## config.mk

```make
export PLATFORM = sky130hd
export DESIGN_NAME = adc_align_ctrl_flat
export DESIGN_NICKNAME = d
export VERILOG_FILES = /design/src/rtl/adc_align_ctrl_if.sv /design/src/rtl/adc_align_ctrl.sv /design/src/flat_wrapper.sv
export SDC_FILE = /design/constraint.sdc
export NUM_CORES = 1
export LEC_CHECK = 0
export CELL_PAD_IN_SITES_DETAIL_PLACEMENT = 1
export CELL_PAD_IN_SITES_GLOBAL_PLACEMENT = 1
export CORE_MARGIN = 2
export CORE_UTILIZATION = 27
export CTS_BUF_LIST = sky130_fd_sc_hd__clkbuf_4
export CTS_CLUSTER_DIAMETER = 40
export DETAILED_ROUTE_END_ITERATION = 10
export PLACE_DENSITY_LB_ADDON = 0.05
export SLEW_MARGIN = 20
export SYNTH_ARGS = -nofsm -noshare
export SYNTH_HDL_FRONTEND = slang
export SYNTH_SLANG_ARGS = --single-unit
```

## constraint.sdc

```tcl
create_clock -name i_clk -period 2.9 [get_ports i_clk]
set_input_delay 0.87 -clock i_clk [delete_from_list [all_inputs] [get_ports i_clk]]
set_output_delay 0.87 -clock i_clk [all_outputs]
set_load 0.01 [all_outputs]
```

## src/rtl/adc_align_ctrl_if.sv

```systemverilog
// rtl/adc_align_ctrl_if.sv - control/status bundle between a segment deserializer and adc_align_ctrl
interface adc_align_ctrl_if;
  logic        i_start;
  logic [95:0] i_dout;
  logic        o_dsr_rst;
  logic        o_bit_slip_evn;
  logic        o_bit_slip_odd;
  logic        o_aligned;
  logic        o_fail;
  logic        o_strt_pipe;
  logic [3:0]  o_slip_cnt;
  logic [1:0]  o_retry_cnt;
  logic [2:0]  o_state;

  modport master (
    output i_start, i_dout,
    input  o_dsr_rst, o_bit_slip_evn, o_bit_slip_odd, o_aligned, o_fail,
    input  o_strt_pipe, o_slip_cnt, o_retry_cnt, o_state
  );

  modport slave (
    input  i_start, i_dout,
    output o_dsr_rst, o_bit_slip_evn, o_bit_slip_odd, o_aligned, o_fail,
    output o_strt_pipe, o_slip_cnt, o_retry_cnt, o_state
  );
endinterface

```

## src/rtl/adc_align_ctrl.sv

```systemverilog
// rtl/adc_align_ctrl.sv - per-segment ADC deserializer alignment FSM (ALIGN_MONITOR_EN adds lock monitor)
module adc_align_ctrl #(
  parameter logic [11:0] PATTERN   = 12'h463,
  parameter logic [7:0]  CH_MASK   = 8'hFF,
  parameter int          RST_CYC   = 4,
  parameter int          SETTLE    = 16,
  parameter int          SLIP_WAIT = 4,
  parameter int          LOCK_CNT  = 8,
  parameter int          MAX_RETRY = 3
) (
  input  logic             i_clk,
  input  logic             i_rst_b,
  adc_align_ctrl_if.slave  bus
);

  typedef enum logic [2:0] {
    S_IDLE   = 3'd0,
    S_RESET  = 3'd1,
    S_SETTLE = 3'd2,
    S_CHECK  = 3'd3,
    S_SLIP   = 3'd4,
    S_WAIT   = 3'd5,
    S_LOCKED = 3'd6,
    S_FAILED = 3'd7
  } state_t;

  // Terminal values of the shared cycle counter and the match/retry counters.
  localparam logic [7:0] RST_LAST    = 8'(RST_CYC - 1);
  localparam logic [7:0] SETTLE_LAST = 8'(SETTLE - 1);
  localparam logic [7:0] WAIT_LAST   = 8'(SLIP_WAIT - 1);
  localparam logic [3:0] LOCK_LAST   = 4'(LOCK_CNT - 1);
  localparam logic [1:0] RETRY_LAST  = 2'(MAX_RETRY - 1);
  localparam logic [3:0] SLIP_LAST   = 4'd11;

  state_t     r_state, w_state_nxt;
  logic [7:0] r_cnt, w_cnt_nxt;
  logic [3:0] r_match, w_match_nxt;
  logic [3:0] r_slip, w_slip_nxt;
  logic [1:0] r_retry, w_retry_nxt;
  logic [1:0] w_retry_inc;
  logic       w_match;

  logic       r_dsr_rst;
  logic       r_slip_evn;
  logic       r_slip_odd;
  logic       r_aligned;
  logic       r_fail;
  logic       r_strt_pipe;

`ifdef ALIGN_MONITOR_EN
  logic [1:0] r_mon, w_mon_nxt;
`endif

  // Full match: every enabled channel carries the training word; an empty mask never matches.
  always_comb begin
    w_match = |CH_MASK;
    for (int n = 0; n < 8; n++) begin
      if (CH_MASK[n] && (bus.i_dout[n*12 +: 12] != PATTERN)) begin
        w_match = 1'b0;
      end
    end
  end

  assign w_retry_inc = (r_retry == 2'd3) ? r_retry : r_retry + 2'd1;

  // Next-state and counter update; START overrides everything except reset.
  always_comb begin
    w_state_nxt = r_state;
    w_cnt_nxt   = 8'd0;
    w_match_nxt = r_match;
    w_slip_nxt  = r_slip;
    w_retry_nxt = r_retry;
`ifdef ALIGN_MONITOR_EN
    w_mon_nxt   = 2'd0;
`endif

    case (r_state)
      S_IDLE: begin
      end
      S_RESET: begin
        if (r_cnt == RST_LAST) w_state_nxt = S_SETTLE;
        else                   w_cnt_nxt   = r_cnt + 8'd1;
      end
      S_SETTLE: begin
        if (r_cnt == SETTLE_LAST) begin
          w_state_nxt = S_CHECK;
          w_match_nxt = 4'd0;
        end else begin
          w_cnt_nxt = r_cnt + 8'd1;
        end
      end
      S_CHECK: begin
        if (w_match) begin
          if (r_match == LOCK_LAST) w_state_nxt = S_LOCKED;
          else                      w_match_nxt = r_match + 4'd1;
        end else begin
          w_match_nxt = 4'd0;
          if (r_slip < SLIP_LAST) begin
            w_state_nxt = S_SLIP;
          end else begin
            // Whole word rotation tried without success.
            w_retry_nxt = w_retry_inc;
            if (r_retry < RETRY_LAST) begin
              w_slip_nxt  = 4'd0;
              w_state_nxt = S_RESET;
            end else begin
              w_state_nxt = S_FAILED;
            end
          end
        end
      end
      S_SLIP: begin
        w_slip_nxt  = r_slip + 4'd1;
        w_state_nxt = S_WAIT;
      end
      S_WAIT: begin
        if (r_cnt == WAIT_LAST) begin
          w_state_nxt = S_CHECK;
          w_match_nxt = 4'd0;
        end else begin
          w_cnt_nxt = r_cnt + 8'd1;
        end
      end
      S_LOCKED: begin
`ifdef ALIGN_MONITOR_EN
        // Four consecutive misses while locked means the lanes drifted: relock from scratch.
        if (w_match) begin
          w_mon_nxt = 2'd0;
        end else if (r_mon == 2'd3) begin
          w_state_nxt = S_RESET;
          w_slip_nxt  = 4'd0;
          w_retry_nxt = 2'd0;
        end else begin
          w_mon_nxt = r_mon + 2'd1;
        end
`endif
      end
      S_FAILED: begin
      end
    endcase

    if (bus.i_start) begin
      w_state_nxt = S_RESET;
      w_cnt_nxt   = 8'd0;
      w_match_nxt = 4'd0;
      w_slip_nxt  = 4'd0;
      w_retry_nxt = 2'd0;
`ifdef ALIGN_MONITOR_EN
      w_mon_nxt   = 2'd0;
`endif
    end
  end

  // State and counter registers.
  always_ff @(posedge i_clk) begin
    if (!i_rst_b) begin
      r_state <= S_IDLE;
      r_cnt   <= 8'd0;
      r_match <= 4'd0;
      r_slip  <= 4'd0;
      r_retry <= 2'd0;
    end else begin
      r_state <= w_state_nxt;
      r_cnt   <= w_cnt_nxt;
      r_match <= w_match_nxt;
      r_slip  <= w_slip_nxt;
      r_retry <= w_retry_nxt;
    end
  end

`ifdef ALIGN_MONITOR_EN
  // Consecutive-miss counter for the locked-state monitor.
  always_ff @(posedge i_clk) begin
    if (!i_rst_b) r_mon <= 2'd0;
    else          r_mon <= w_mon_nxt;
  end
`endif

  // Registered outputs decoded from the upcoming state so they line up with r_state.
  always_ff @(posedge i_clk) begin
    if (!i_rst_b) begin
      r_dsr_rst   <= 1'b0;
      r_slip_evn  <= 1'b0;
      r_slip_odd  <= 1'b0;
      r_aligned   <= 1'b0;
      r_fail      <= 1'b0;
      r_strt_pipe <= 1'b0;
    end else begin
      r_dsr_rst   <= (w_state_nxt == S_RESET);
      r_slip_evn  <= (w_state_nxt == S_SLIP) && !w_slip_nxt[0];
      r_slip_odd  <= (w_state_nxt == S_SLIP) &&  w_slip_nxt[0];
      r_aligned   <= (w_state_nxt == S_LOCKED);
      r_fail      <= (w_state_nxt == S_FAILED);
      r_strt_pipe <= (w_state_nxt == S_LOCKED) && (r_state != S_LOCKED);
    end
  end

  assign bus.o_dsr_rst      = r_dsr_rst;
  assign bus.o_bit_slip_evn = r_slip_evn;
  assign bus.o_bit_slip_odd = r_slip_odd;
  assign bus.o_aligned      = r_aligned;
  assign bus.o_fail         = r_fail;
  assign bus.o_strt_pipe    = r_strt_pipe;
  assign bus.o_slip_cnt     = r_slip;
  assign bus.o_retry_cnt    = r_retry;
  assign bus.o_state        = r_state;

endmodule
```

## src/flat_wrapper.sv

```systemverilog
// flat-port wrapper written by rule: the top's interface ports become plain ports
module adc_align_ctrl_flat 
#(
  parameter logic [11:0] PATTERN   = 12'h463,
  parameter logic [7:0]  CH_MASK   = 8'hFF,
  parameter int          RST_CYC   = 4,
  parameter int          SETTLE    = 16,
  parameter int          SLIP_WAIT = 4,
  parameter int          LOCK_CNT  = 8,
  parameter int          MAX_RETRY = 3
)
  (i_clk, i_rst_b, bus_i_start, bus_i_dout, bus_o_dsr_rst, bus_o_bit_slip_evn, bus_o_bit_slip_odd, bus_o_aligned, bus_o_fail, bus_o_strt_pipe, bus_o_slip_cnt, bus_o_retry_cnt, bus_o_state);
  adc_align_ctrl_if bus_i ();
  input  logic i_clk;
  input  logic i_rst_b;
  input wire logic [$bits(bus_i.i_start)-1:0] bus_i_start;
  input wire logic [$bits(bus_i.i_dout)-1:0] bus_i_dout;
  output wire logic [$bits(bus_i.o_dsr_rst)-1:0] bus_o_dsr_rst;
  output wire logic [$bits(bus_i.o_bit_slip_evn)-1:0] bus_o_bit_slip_evn;
  output wire logic [$bits(bus_i.o_bit_slip_odd)-1:0] bus_o_bit_slip_odd;
  output wire logic [$bits(bus_i.o_aligned)-1:0] bus_o_aligned;
  output wire logic [$bits(bus_i.o_fail)-1:0] bus_o_fail;
  output wire logic [$bits(bus_i.o_strt_pipe)-1:0] bus_o_strt_pipe;
  output wire logic [$bits(bus_i.o_slip_cnt)-1:0] bus_o_slip_cnt;
  output wire logic [$bits(bus_i.o_retry_cnt)-1:0] bus_o_retry_cnt;
  output wire logic [$bits(bus_i.o_state)-1:0] bus_o_state;
  assign bus_i.i_start = bus_i_start;
  assign bus_i.i_dout = bus_i_dout;
  assign bus_o_dsr_rst = bus_i.o_dsr_rst;
  assign bus_o_bit_slip_evn = bus_i.o_bit_slip_evn;
  assign bus_o_bit_slip_odd = bus_i.o_bit_slip_odd;
  assign bus_o_aligned = bus_i.o_aligned;
  assign bus_o_fail = bus_i.o_fail;
  assign bus_o_strt_pipe = bus_i.o_strt_pipe;
  assign bus_o_slip_cnt = bus_i.o_slip_cnt;
  assign bus_o_retry_cnt = bus_i.o_retry_cnt;
  assign bus_o_state = bus_i.o_state;
  adc_align_ctrl #(.PATTERN(PATTERN), .CH_MASK(CH_MASK), .RST_CYC(RST_CYC), .SETTLE(SETTLE), .SLIP_WAIT(SLIP_WAIT), .LOCK_CNT(LOCK_CNT), .MAX_RETRY(MAX_RETRY)) u_core (.i_clk(i_clk), .i_rst_b(i_rst_b), .bus(bus_i));
endmodule
```

==> out/metrics.yaml <==
outcome:
  status: "finished clean"
sta:
  fin_hold_ws_ns: 0.4580
  tns_ns: 0
  clock_skew_ns: 0.004244
  min_period_ns: 2.844
  fmax_ghz: 0.3516
  slew_viol_final: 0
  worst_slew_pin_slew_ns: 0.5892
  hold_viol_final: 0
  setup_violations: 0
  fin_crit_sh_pct: 98.08
  max_slew_margin_pct: 60.53
setup_path:
  reg2reg_depth: 7
  crit_path_end_kind: "flip-flop"
  cp_slowest_stage_delay_ns: 0.56
  r2r_slack_ns: 0.55
  r2r_end: "u_core.bus.o_bit_slip_evn"
  cp_common_cell: "or4_4"
  slowest_stage: "or4_4"
  start_kind: "primary input"
  cp_max_fo: 4
  arrival_ns: 3.15
  cp.required_ns: 3.20
  path_class: "in2reg"
  r2r-start: "u_core.bus.o_state[2]"
  path_cells: "clkdlybuf4s50_1 -> nor4bb_1 -> nand2_1 -> or4_4 -> or4_4 -> a31oi_4 -> and3_1"
clock_tree:
  clk_pin_slew_ns: 0.16
  clockBufferDepth: 2
  clock_latency_ns: 0.34
  cts_buffers: 3
  cts_tree: "built"
  hold_buffers: 0
  cts_htree_levels: 1
  root_buffer: "clkbuf_4"
  clock-sinks: 27
final_layout:
  fill_cells: 837
  layout_commonest_cell: "clkdlybuf4s50_1"
  final_cell_mix: "76 x clkdlybuf4s50_1, 27 x dfxtp_1, 25 x nor2_1"
  nets: 475
  syn_to_final_growth_pct: 85.60
  diodes: 0
  seq_area_um2: 540.5
  multi_input_area_mm2: 0.001610
  drive_gt1_share_pct: 18.92
  final_core_utilization_pct: 51.23
  design_area_mm2: 0.003676
power_and_ir_drop:
  total_power_uw: 780.3
  power_density_mw_per_mm2: 212.3
  leakage_uw: 0.001495
  ir_worst_vdd_mv: 0.1149
worst_hold_path:
  hold_depth: 1
  min_path_type: "reg2reg"
  hold_start: "u_core.r_cnt[0]"
  min_to: "u_core.r_cnt[0]"
global_routing:
  grt_antenna_before_repair: 0
  grt_pass1_wl_um: 12300
  grt_max_degree: 16
  grt_util_all_layers_pct: 19.65
  grt_pass1_vias: 2548
  overflow: 0
routing:
  avgViaCountPerCell: 5.154
  ant_nets: 0
  num_vias: 2417
  drt-total-wl_um: 7838
  drtIter0Drc: 51
  dr.pass1.iters: 4
  wl_per_cell_um: 16.71
  drcViolationCount: 0
die:
  std_cell_rows: 31
  ioPinCount: 114
  start_util_pct: 27.60
  die-area_mm2: 0.008037
  fp.coreArea_mm2: 0.007176
  die_height_um: 89.65
  die_w_um: 89.65
logic_synthesis:
  synth_cells: 233
  yosysSeqAreaShare_pct: 27.29
  ys_types: 48
  synth_area_mm2: 0.001981
  syn_nets: 337
  async_flop_share_pct: 0
  synth_area_per_cell_um2: 8.501
  synth_ff_type: "dfxtp_1"
  synth_warnings: 0
  ys_ff_latch: 27
  synth_edf_count: 0
placement:
  port_buffers: 113
  placed_cell_area_mm2: 0.003378
  gp_congestion: 0.7974
  hpwl_um: 6724
run:
  drv_cap: 0
area by class of cell:
type,count,share of cell area [%]
Clock inverter,1,0.1361
Inverter,6,0.6127
Sequential cell,27,14.70
Clock buffer,3,0.6127
Multi-Input combinational cell,196,43.81
Tap cell,99,3.370
Timing Repair Buffer,137,36.76
how the worst max path moves through the flow:
stage / from / end / slack (ns) / cells past startpoint
finish: bus_i_dout[47] / u_core.bus.o_dsr_rst / 0.06 / 7
global route: bus_i_dout[44] / u_core.bus.o_dsr_rst / -0.02 / 7
CTS: bus_i_dout[22] / u_core.r_match[0] / 0.0004 / 8
detailed placement: bus_i_dout[76] / u_core.bus.o_dsr_rst / -0.47 / 8
global placement: bus_i_dout[87] / u_core.bus.o_dsr_rst / -0.47 / 8
floorplan: bus_i_dout[35] / u_core.bus.o_dsr_rst / 0.18 / 5
critical path: cells and delay by family:
family          cells  cell delay [ns]
buf+inv             1             0.45
compound gates      1             0.18
simple gates        5             1.63
per-stage QoR:
stage | setup slack, ns | instances
finish | 0.05578 | 469
global route | -0.01531 | 469
CTS | 0.0003693 | 468
detailed placement | -0.4660 | 463
global placement | -0.4728 | 463
floorplan | 0.1829 | 233
flip-flops by register name (all words and copies together), names as in the netlist:
register and count:
u_core.bus.o_aligned 1, u_core.bus.o_bit_slip_evn 1, u_core.bus.o_bit_slip_odd 1, u_core.bus.o_dsr_rst 1, u_core.bus.o_fail 1, u_core.bus.o_retry_cnt 2, u_core.bus.o_slip_cnt 4, u_core.bus.o_state 3
u_core.bus.o_strt_pipe 1, u_core.r_cnt 8, u_core.r_match 4
what timing repair did:
action	in CTS	in global routing
hold endpoints to repair	0	0
resized for setup	38	34
setup endpoints to repair	7	16
buffers inserted	3	1
pin swaps	20	31
synthesized netlist by cell type (all sizes together), types with 3 or more instances:
library cell | n | area, µm²
nand3 | 12 | 65.06
a211oi | 4 | 30.03
nor2 | 25 | 93.84
inv | 6 | 22.52
nor3b | 4 | 30.03
and4bb | 3 | 37.54
a21oi | 10 | 50.05
and3 | 4 | 25.02
nand2b | 3 | 18.77
ha | 5 | 62.56
o21ai | 11 | 58.81
nand4 | 13 | 81.33
and4b | 6 | 60.06
nor4b | 19 | 178.9
nor4 | 6 | 37.54
xor2 | 7 | 61.31
a31oi | 4 | 40.04
clkbuf | 3 | 11.26
dfxtp | 27 | 540.5
or4 | 5 | 56.30
nor4bb | 12 | 120.1
nand2 | 10 | 37.54
nor3 | 12 | 71.32
routing by layer:
| layer | share of wire, % | GRT usage, % |
|---|---|---|
| met5 | 0 | 0 |
| met4 | 0.78 | 4.342 |
| met3 | 9.5 | 7.678 |
| met2 | 47 | 33.36 |
| met1 | 42 | 23.45 |
power by group:
part / total, µW / internal (µW) / switching (µW) / leakage (µW)
clock: 175 / 52.1 / 122 / 0.0000177
combinational: 229 / 155 / 74.4 / 0.00126
sequential: 376 / 373 / 3.15 / 0.000218
logic make-up after synthesis:
| kind of cell | Yosys count | synth area share, % |
|---|---|---|
| AOI/OAI and AO/OA | 35 | 11.56 |
| xor gates and xnor gates | 9 | 3.980 |
| adders and majority gates | 5 | 3.159 |
| buffers and inverters | 10 | 2.274 |
| DFF | 27 | 27.29 |
| muxes | 1 | 0.5054 |
| and+or+nand+nor | 146 | 51.23 |
(Power assumes the default switching activity.)
